$ cat config.mk
export PLATFORM = sky130hd
export DESIGN_NAME = mem_access_unit
export DESIGN_NICKNAME = d
export VERILOG_FILES = /design/src/rtl/mem_access_unit.sv
export SDC_FILE = /design/constraint.sdc
export NUM_CORES = 1
export LEC_CHECK = 0
export CAP_MARGIN = 20
export CORE_UTILIZATION = 40
export DETAILED_ROUTE_END_ITERATION = 10
export PLACE_DENSITY = 0.79
export SLEW_MARGIN = 20
export SYNTH_ARGS = -nofsm -noshare
export SYNTH_HDL_FRONTEND = slang
export SYNTH_SLANG_ARGS = --single-unit
$ cat constraint.sdc
create_clock -name clk -period 2.2 [get_ports clk]
set_clock_uncertainty 0.1 [all_clocks]
set_input_delay 0.44 -clock clk [delete_from_list [all_inputs] [get_ports clk]]
set_output_delay 0.44 -clock clk [all_outputs]
set_load 0.05 [all_outputs]
$ cat src/rtl/mem_access_unit.sv
// ============================================================================
// Module   : mem_access_unit
// Brief    : Load/store initiator for a word-organised data memory; sub-word
//            stores use read-modify-write. Optional macro LSU_ALIGN_CHECK_EN
//            turns misaligned half/word accesses into error responses.
// Revision : 1.0 - initial release
// ============================================================================
`default_nettype none

module mem_access_unit #(
    parameter int unsigned MEM_WORDS = 256
) (
    input  logic        clk,
    input  logic        rst_n,
    input  logic        reqValid,
    output logic        reqReady,
    input  logic        reqWrite,
    input  logic [1:0]  reqSize,
    input  logic        reqSigned,
    input  logic [31:0] reqAddr,
    input  logic [31:0] reqWData,
    output logic        respValid,
    input  logic        respReady,
    output logic [31:0] respRData,
    output logic        respError,
    output logic [31:0] memAddress,
    output logic [31:0] memWriteData,
    output logic        memWrite,
    output logic        memRead,
    input  logic [31:0] memReadData
);

    typedef enum logic [1:0] {
        S_IDLE  = 2'd0,
        S_READ  = 2'd1,
        S_WRITE = 2'd2,
        S_RESP  = 2'd3
    } state_t;

    localparam logic [1:0]  SZ_BYTE     = 2'b00;
    localparam logic [1:0]  SZ_HALF     = 2'b01;
    localparam logic [1:0]  SZ_WORD     = 2'b10;
    localparam logic [31:0] C_MEM_WORDS = 32'(MEM_WORDS);

    state_t      state_q;
    logic        write_q;
    logic [1:0]  size_q;
    logic        signed_q;
    logic [1:0]  lane_q;
    logic [31:0] wdata_q;

    logic        reqReady_q;
    logic        respValid_q;
    logic [31:0] respRData_q;
    logic        respError_q;
    logic [31:0] memAddress_q;
    logic [31:0] memWriteData_q;
    logic        memWrite_q;
    logic        memRead_q;

    logic [1:0]  lane_d;
    logic        reqErr_d;
    logic [4:0]  shamt;
    logic [31:0] shifted;
    logic [31:0] extract_d;
    logic [31:0] laneMask;
    logic [31:0] merged_d;

    // Accept-time decode: lane with misaligned low bits dropped, plus error check.
    always_comb begin
        lane_d   = reqAddr[1:0];
        reqErr_d = (reqSize == 2'b11) || ({2'b00, reqAddr[31:2]} >= C_MEM_WORDS);
        case (reqSize)
            SZ_HALF: begin
                lane_d = {reqAddr[1], 1'b0};
`ifdef LSU_ALIGN_CHECK_EN
                if (reqAddr[0]) reqErr_d = 1'b1;
`endif
            end
            SZ_WORD: begin
                lane_d = 2'b00;
`ifdef LSU_ALIGN_CHECK_EN
                if (reqAddr[1:0] != 2'b00) reqErr_d = 1'b1;
`endif
            end
            default: ;
        endcase
    end

    assign shamt   = {lane_q, 3'b000};
    assign shifted = memReadData >> shamt;

    always_comb begin
        extract_d = memReadData;
        laneMask  = 32'hFFFF_FFFF;
        case (size_q)
            SZ_BYTE: begin
                extract_d = {{24{signed_q & shifted[7]}}, shifted[7:0]};
                laneMask  = 32'h0000_00FF << shamt;
            end
            SZ_HALF: begin
                extract_d = {{16{signed_q & shifted[15]}}, shifted[15:0]};
                laneMask  = 32'h0000_FFFF << shamt;
            end
            default: ;
        endcase
        merged_d = (memReadData & ~laneMask) | ((wdata_q << shamt) & laneMask);
    end

    always_ff @(posedge clk) begin
        if (!rst_n) begin
            state_q        <= S_IDLE;
            write_q        <= 1'b0;
            size_q         <= 2'b00;
            signed_q       <= 1'b0;
            lane_q         <= 2'b00;
            wdata_q        <= 32'd0;
            reqReady_q     <= 1'b1;
            respValid_q    <= 1'b0;
            respRData_q    <= 32'd0;
            respError_q    <= 1'b0;
            memAddress_q   <= 32'd0;
            memWriteData_q <= 32'd0;
            memWrite_q     <= 1'b0;
            memRead_q      <= 1'b0;
        end else begin
            case (state_q)
                S_IDLE: begin
                    if (reqValid && reqReady_q) begin
                        write_q    <= reqWrite;
                        size_q     <= reqSize;
                        signed_q   <= reqSigned;
                        lane_q     <= lane_d;
                        wdata_q    <= reqWData;
                        reqReady_q <= 1'b0;
                        if (reqErr_d) begin
                            respValid_q <= 1'b1;
                            respError_q <= 1'b1;
                            respRData_q <= 32'd0;
                            state_q     <= S_RESP;
                        end else begin
                            memAddress_q <= {2'b00, reqAddr[31:2]};
                            if (reqWrite && (reqSize == SZ_WORD)) begin
                                memWrite_q     <= 1'b1;
                                memWriteData_q <= reqWData;
                                state_q        <= S_WRITE;
                            end else begin
                                memRead_q <= 1'b1;
                                state_q   <= S_READ;
                            end
                        end
                    end
                end
                S_READ: begin
                    memRead_q <= 1'b0;
                    if (write_q) begin
                        memWrite_q     <= 1'b1;
                        memWriteData_q <= merged_d;
                        state_q        <= S_WRITE;
                    end else begin
                        respRData_q <= extract_d;
                        respValid_q <= 1'b1;
                        state_q     <= S_RESP;
                    end
                end
                S_WRITE: begin
                    memWrite_q  <= 1'b0;
                    respRData_q <= 32'd0;
                    respValid_q <= 1'b1;
                    state_q     <= S_RESP;
                end
                S_RESP: begin
                    if (respReady) begin
                        respValid_q <= 1'b0;
                        respError_q <= 1'b0;
                        respRData_q <= 32'd0;
                        reqReady_q  <= 1'b1;
                        state_q     <= S_IDLE;
                    end
                end
                default: state_q <= S_IDLE;
            endcase
        end
    end

    assign reqReady     = reqReady_q;
    assign respValid    = respValid_q;
    assign respRData    = respRData_q;
    assign respError    = respError_q;
    assign memAddress   = memAddress_q;
    assign memWriteData = memWriteData_q;
    assign memWrite     = memWrite_q;
    assign memRead      = memRead_q;

endmodule

`default_nettype wire

; Word level (Yosys, flattened, before mapping)
; Index checks and enable logic that the tools add are counted.
[op_classes]
n_shift = 4
n_eq_ne = 15
reduce_logical = 17
n_mux = 37
order_cmp = 1
bitwise = 7
[op_table]
columns = operator, count
row1 = two-way mux 32 bit, 8
row2 = case mux 32 bit (2 select lines), 3
row3 = case mux 32 bit (4 select lines), 1
row4 = AND 32 bit, 2
row5 = NOT 32 bit, 1
row6 = bitwise OR 32 bit, 1
row7 = << shifter 16 x 5 -> 32 bit (first input constant), 1
row8 = << shifter 32 x 5 -> 32 bit, 1
row9 = << shifter 8 x 5 -> 32 bit (first input constant), 1
row10 = right shift 32 x 5 -> 16 bit, 1
row11 = greater-or-equal comparator 30 x 9 -> 1 bit (second input constant), 1
row12 = != test 2 bit (second input constant), 8
row13 = two-way mux 1 bit, 14
row14 = AND reduction 4 bit, 3
row15 = AND reduction 5 bit, 2
row16 = equality test 2 bit (second input constant), 4
row17 = two-way mux 2 bit, 4
row18 = case mux 2 bit (4 select lines), 1
row19 = equality test 2 x 1 -> 1 bit (second input constant), 3
row20 = case mux 1 bit (2 select lines), 3
row21 = AND reduction 3 bit, 2
row22 = logical NOT 2 bit, 2
row23 = case mux 1 bit (4 select lines), 1
row24 = case mux 2 bit (2 select lines), 1
row25 = 8 further kinds, 12
[word_totals]
elab_cells = 95
input_bits = 104
reg_bits = 139
out_inout_bits = 101

; Logic depth before layout (Yosys ltp)
; Gate-level depths: netlist of the first run.
[depth]
word_depth = 7
depth_mapped = 9
depth_no_buf = 7

; Least setup slack after synthesis of the first run
; OpenSTA, ideal clock, no wires.
[synth_timing]
kind = register to register
from = reg reqReady_q (netlist: reqReady)
to = reg memWriteData_q[10] (netlist: memWriteData[10])
synth_period_minus_slack_ns = 2.287
path_buffers = 1
stages_incl_launch_ff = 7
arrival_time_ns = 2.063
required_ns = 1.975
slack_ns = -0.087
setup_ns = 0.125
cell_sequence = dfxtp_1 nand3_1 or3_4 o32a_1 buf_2 nand3_1 o21ai_0
[synth_via]
elab_chain_cells = 3
[synth_lines]
columns = element, line
row1 = start: declaration, 52  ; logic reqReady_q;
row2 = start signal: assignment, 118  ; reqReady_q <= 1'b1;
row3 = start signal: assignment, 135  ; reqReady_q <= 1'b0;
row4 = start signal: assignment, 177  ; reqReady_q <= 1'b1;
row5 = logical AND 1 bit, 129  ; if (reqValid && reqReady_q) begin
row6 = != test 2 bit (no source line), n/a
row7 = AND reduction 5 bit (no source line), n/a
row8 = end signal: assignment, 145  ; memWriteData_q <= reqWData;
row9 = end signal: assignment, 158  ; memWriteData_q <= merged_d;
row10 = end: declaration, 57  ; logic [31:0] memWriteData_q;
; No other way between the ends.
; A chain may end at the register's enable or synchronous reset.

; Worst setup path after layout of the first run
[layout_timing]
from = reg memWriteData_q[7] (netlist: memWriteData[7])
to = out memWriteData[7]
[layout_lines]
columns = element, line
row1 = end: declaration, 27  ; output logic [31:0] memWriteData,
; No word-level cell between the ends.

==> out/results.tsv, run 1 <==
metric	value	unit
status	complete, no violations	
holdCritStartpoint	wdata_q[28]	
fmax	459	MHz
placed_area	9310	µm²
setup_viol	0	
crit_start	memWriteData[7]	
place_ws	-527	ps
synth_top_area_cell	dfxtp_1	
drc_errors	0	
period_minus_slack	2180	ps
synthFlopType	dfxtp_1	
wire_per_inst	18.0	µm
max_cap_viol_count	0	
syn_avg_cell_area	8.53	µm²
synth_mux_area_share	9.22	%
relSlewSlack	55.3	%
synth_edf_count	0	
drt_iter0_markers	747	
cts_buffers	17	
hold_depth	2	
cp.required	1660	ps
grt_overflow_total	0	
n_antenna_cell	0	
grt_antenna_before_repair	1	
ant_nets	0	
async_reset_ff_share	0	%
grt_pass1_wl	34.3	mm
gp_congestion	0.931	
leakage	3.67	nW
crit_path_max_incr_delay	830	ps
powerDensity	1030	nW/µm²
cpMaxStageDelayCell	clkdlybuf4s50_1	
hpwl	16.2	mm
path_max_fanout	2	
die-width	132	µm
tightest_slew	669	ps
synth_warnings	0	
core	16500	µm²
path_delay_family	buffers and inverters	
initial_core_util	40.8	%
path_buf_inv	1	
clk_pin_slew	60	ps
finalPower	10.4	mW
synth_compound_area_share	25.6	%
htree_num_levels	4	
synth_xor_area_share	0	%
netlist_area	6720	µm²
cts_sinks	139	
fp.dieH	132	µm
synth.most_common_cell	dfxtp_1	
cts_buffer_depth	2	
ir_drop	0.000702	V
cts_hold_buf	0	
dieArea	17300	µm²
drive_gt1_share	15.4	%
nets	1128	
synth.yosys.seq_area_share	41.4	%
cts_root_buffer	clkbuf_16	
period_share	98.9	%
worst_setup_path_end_kind	primary output	
finalHoldViolCount	0	
grt_pass1_vias	6296	
reg2reg_to	memWriteData[16]	
num_vias	6891	
arrival	1640	ps
ys_top_cells_by_area	dfxtp_1 (41%), mux2i_1 (6.7%), nand2_1 (6.4%)	
grt.total_usage	25.4	%
cts_tree	built	
io_pins	205	
yosys.area_share.adder	1.30	%
synth_seq_cells	139	
crit_path_cell_trace	clkdlybuf4s50_1	
viasPerCell	5.51	
whs_endpoint	wdata_q[28]	
rows	47	
fin_hold_ws	352	ps
r2r_start	state_q[1]	
dr.pass1.iters	5	
insertion_delay	430	ps
synth_top_area_share	41.4	%
final_max_slew_viol_count	0	
fin_area	10100	µm²
finalWorstSetupSlack	23.3	ps
synth_top_family_by_area	compound AO/OA/AOI/OAI gates	
r2r_slack	30	ps
netlist_instances	787	
yosys.area_share.simple	16.9	%
wirelength	22.5	mm
yosys-top-cells-count	dfxtp_1 (139), nand2_1 (114), a21oi_1 (70)	
grt_setup_unrepaired	true	
critPathLaunchType	register	
syn2layout_area_growth	51.1	%
hp-class	register to register	
grt_max_degree	56	
port_buffers	202	
rr_worst_depth	10	
path_class	register to primary output	
synth_cell_types	60	
-- stage by stage --
step	utilization, %	TNS, ps	std cells
2_1_floorplan	-	0	788
3_3_place_gp	56.6	-39720	1211
3_5_place_dp	56.6	-42110	1211
4_1_cts	60.9	0	1249
5_1_grt	61.6	-437	1250
6_report	61.6	0	1250
-- where the power goes --
group	total [mW]	internal [mW]	leakage, nW	switching [mW]
clock network	2.90	1.62	0.291	1.28
logic	4.41	1.79	2.25	2.62
registers	3.13	2.86	1.13	0.268
-- cell usage in the layout, fill, tap and decap left out, types with 6 or more instances in the layout --
| cell | synthesis | final |
|---|---|---|
| clkdlybuf4s50_1 | 0 | 193 |
| dfxtp_1 | 139 | 135 |
| nand2_1 | 114 | 113 |
| a21oi_1 | 70 | 70 |
| buf_4 | 7 | 65 |
| o21ai_0 | 51 | 49 |
| mux2i_1 | 45 | 45 |
| nor2_1 | 46 | 44 |
| and2_1 | 22 | 22 |
| o2bb2ai_1 | 21 | 21 |
| nor2b_1 | 21 | 20 |
| a211oi_1 | 22 | 20 |
| o211ai_1 | 17 | 17 |
| clkbuf_16 | 0 | 17 |
| inv_1 | 18 | 15 |
| nand2b_1 | 12 | 12 |
| nand3_1 | 11 | 10 |
| mux2_2 | 10 | 10 |
| a211o_1 | 9 | 9 |
| buf_12 | 0 | 9 |
| o311ai_0 | 8 | 8 |
| a31oi_1 | 9 | 7 |
| a221oi_1 | 8 | 6 |
-- registers in the layout, indices dropped and copies added, names as in the netlist, 2 cells and up --
signal        flops
size_q            2
memAddress       30
wdata_q          32
memWriteData     32
state_q           2
respRData        32
lane_q            2
-- logic make-up (layout without fill, tap and decap cells) --
logic type               count (synthesis)  after routing
AND/OR/NAND/NOR                        244            244
other                                    1              2
buffers and inverters                   84            326
flip-flops                             139            139
AO/OA/AOI/OAI                          254            254
multiplexers                            58             58
adder cells (fa/ha/maj)                  7              7
-- layout make-up --
cell class              count  area (µm²)
multi-input cells         565        3680
flip-flops and latches    139        2790
clock inverters            15         171
clock buffers              17         425
fillers                  1372        6320
repair buffers            276        2740
well taps                 220         275
inverters                  18        67.6
-- layer usage --
metal,GRT usage [%],wire length (µm),vias to the layer above
li1,-,-,3298
met1,33.1,9680,3211
met2,40.0,10400,347
met3,7.52,1980,33
met4,7.88,440,2
met5,0,12,-
-- worst max path at each step --
stage | endpoint | slack (ps) | cells after the start
floorplan | memWriteData[10] | 10 | 9
global placement | memWriteData[31] | -490 | 10
detailed placement | memWriteData[27] | -530 | 10
CTS | memWriteData[18] | 6 | 9
global route | memWriteData[16] | -70 | 9
finish | memWriteData[7] | 20 | 1
-- what timing repair did --
action	in CTS	in global routing
pin swaps	3	7
endpoints found under the setup margin	46	74
gates cloned	2	0
setup buffers	4	1
resized for setup	9	27
No activity file was read; power rests on OpenSTA's default activity.
==> inputs of run 2 (changes only) <==
- clock period: 2.2 -> 1.9 ns (I/O delays scaled with it)
==> run 2 against run 1 <==
Routed wire length increased by 5.9%. Largest cell class unchanged. Critical endpoint is now memWriteData[7]. Setup slack lost 290 ps. The run now ends with negative setup slack left. Sequential power rose by 17%. Register-to-register slack worse by 300 ps. Critical path type is now register to register.
==> out/results.tsv, run 2 (synthesized netlist as in run 1, its figures left out) <==
metric	value	unit
nets	1161	
grt.total_usage	26.4	%
rr_worst_depth	9	
finalWorstSetupSlack	-270	ps
cts_sinks	139	
swShare	40.0	%
pwr-share-clk	26.6	%
grt_overflow_total	0	
syn2layout_area_growth	56.9	%
internal_power	7.61	mW
cts_buffers	17	
grt_max_degree	49	
crit_path_max_incr_delay	400	ps
dr.pass1.iters	5	
multiInputGateArea	3890	µm²
critPathLaunchType	register	
layout_commonest_cell	buf_4	
fin_hold_ws	239	ps
die-width	132	µm
finalHoldViolCount	0	
period_share	114	%
ant_nets	0	
leakage	4.21	nW
switching_power	5.06	mW
path_buf_inv	3	
dieArea	17300	µm²
power_frac_comb	44.6	%
path_max_fanout	8	
core	16500	µm²
final_util	64.0	%
wirelength	23.8	mm
instances_no_fill	1283	
powerDensity	1200	nW/µm²
hold_depth	4	
cts_root_buffer	clkbuf_16	
cpMaxStageDelayCell	or3_4	
grt_pass1_vias	6774	
ff_latch_area	2790	µm²
drive_gt1_share	29.4	%
crit_path_cell_trace	inv_4 -> ha_4 -> nand3_2 -> or3_4 -> buf_4 -> o32a_1 -> clkbuf_16 -> nand2_1 -> a21oi_1	
hpwl	16.2	mm
r2r_slack	-270	ps
period_minus_slack	2170	ps
clk_pin_slew	70	ps
gp_congestion	0.929	
port_buffers	202	
whs_endpoint	size_q[1]	
max_cap_viol_count	0	
reg2reg_to	memWriteData[7]	
grt_setup_unrepaired	true	
cts_buffer_depth	2	
setup_viol	42	
path_delay_family	simple AND/OR/NAND/NOR gates	
insertion_delay	430	ps
finalPower	12.7	mW
final_max_slew_viol_count	0	
hp-class	input port to register	
n_antenna_cell	0	
path_class	register to register	
drt_iter0_markers	637	
n_fill_cell	1389	
cp.required	2110	ps
fp.dieH	132	µm
initial_core_util	40.8	%
cts_tree	built	
violations	negative setup slack	
wire_per_inst	18.6	µm
fmax	461	MHz
drc_errors	0	
cts_hold_buf	0	
grt_antenna_before_repair	0	
seq_power_share	28.8	%
r2r_start	state_q[0]	
status	finished with violations	
grt_pass1_wl	35.6	mm
arrival	2380	ps
num_vias	7152	
final_cell_mix	buf_4 (170), dfxtp_1 (135), nand2_1 (112)	
io_pins	205	
holdCritStartpoint	reqSize[1]	
dp.cells	1218	
viasPerCell	5.57	
htree_num_levels	4	
worst_setup_path_end_kind	register	
ir_drop	0.000827	V
rows	47	
[run 2: area by class of cell]
class,count,area share (%)
repair buffers,308,27.6
flip-flops and latches,139,26.5
inverters,18,0.688
clock inverters,15,1.64
well taps,220,2.61
multi-input cells,566,36.9
clock buffers,17,4.04
[run 2: power groups by stage]
stage,clock (mW),sequential [mW],combinational [mW]
after floorplan,0,4.37,2.43
after global placement,0,3.67,4.76
final,3.38,3.65,5.65
after CTS,3.38,3.63,5.23
after detailed placement,0,3.68,4.85
after global routing,3.53,3.69,5.97
[run 2: worst max-delay path by stage]
stage	start	endpoint	slack [ps]	cells after the start
finish	state_q[0]	memWriteData[7]	-270	9
global route	state_q[0]	memWriteData[0]	-360	10
CTS	state_q[1]	memWriteData[0]	-230	10
detailed placement	reqSize[1]	memWriteData[31]	-710	8
global placement	reqSize[1]	memWriteData[31]	-640	8
floorplan	state_q[1]	memWriteData[10]	-160	9
[run 2: repair_timing]
action / CTS / global route
setup endpoints to repair: 99 / 100
buffers inserted: 10 / 15
gates cloned: 5 / 7
pin swaps: 12 / 7
resized for setup: 47 / 65
[run 2: metrics by stage]
stage,setup slack (ps),cell area [µm²],TNS [ps]
2_1_floorplan,-157,6840,-3530
3_3_place_gp,-642,9260,-60350
3_5_place_dp,-706,9260,-65890
4_1_cts,-230,10200,-9140
5_1_grt,-357,10500,-12730
6_report,-270,10500,-8100
[run 2: worst register-to-register path, cell delays in order, from the launching register on]
cell and delay (ps):
dfxtp_4 370, inv_4 70, ha_4 130, nand3_2 90
or3_4 400, buf_4 150, o32a_1 390, clkbuf_16 210
nand2_1 70, a21oi_1 70
[run 2: metal layers]
layer / up-vias / GRT usage [%] / share of wire [%]
met4: 0 / 10.9 / 2.4
met3: 42 / 5.86 / 7.6
met1: 3402 / 32.4 / 41
li1: 3367 / - / -
met2: 341 / 44.3 / 49
met5: - / 0 / 0
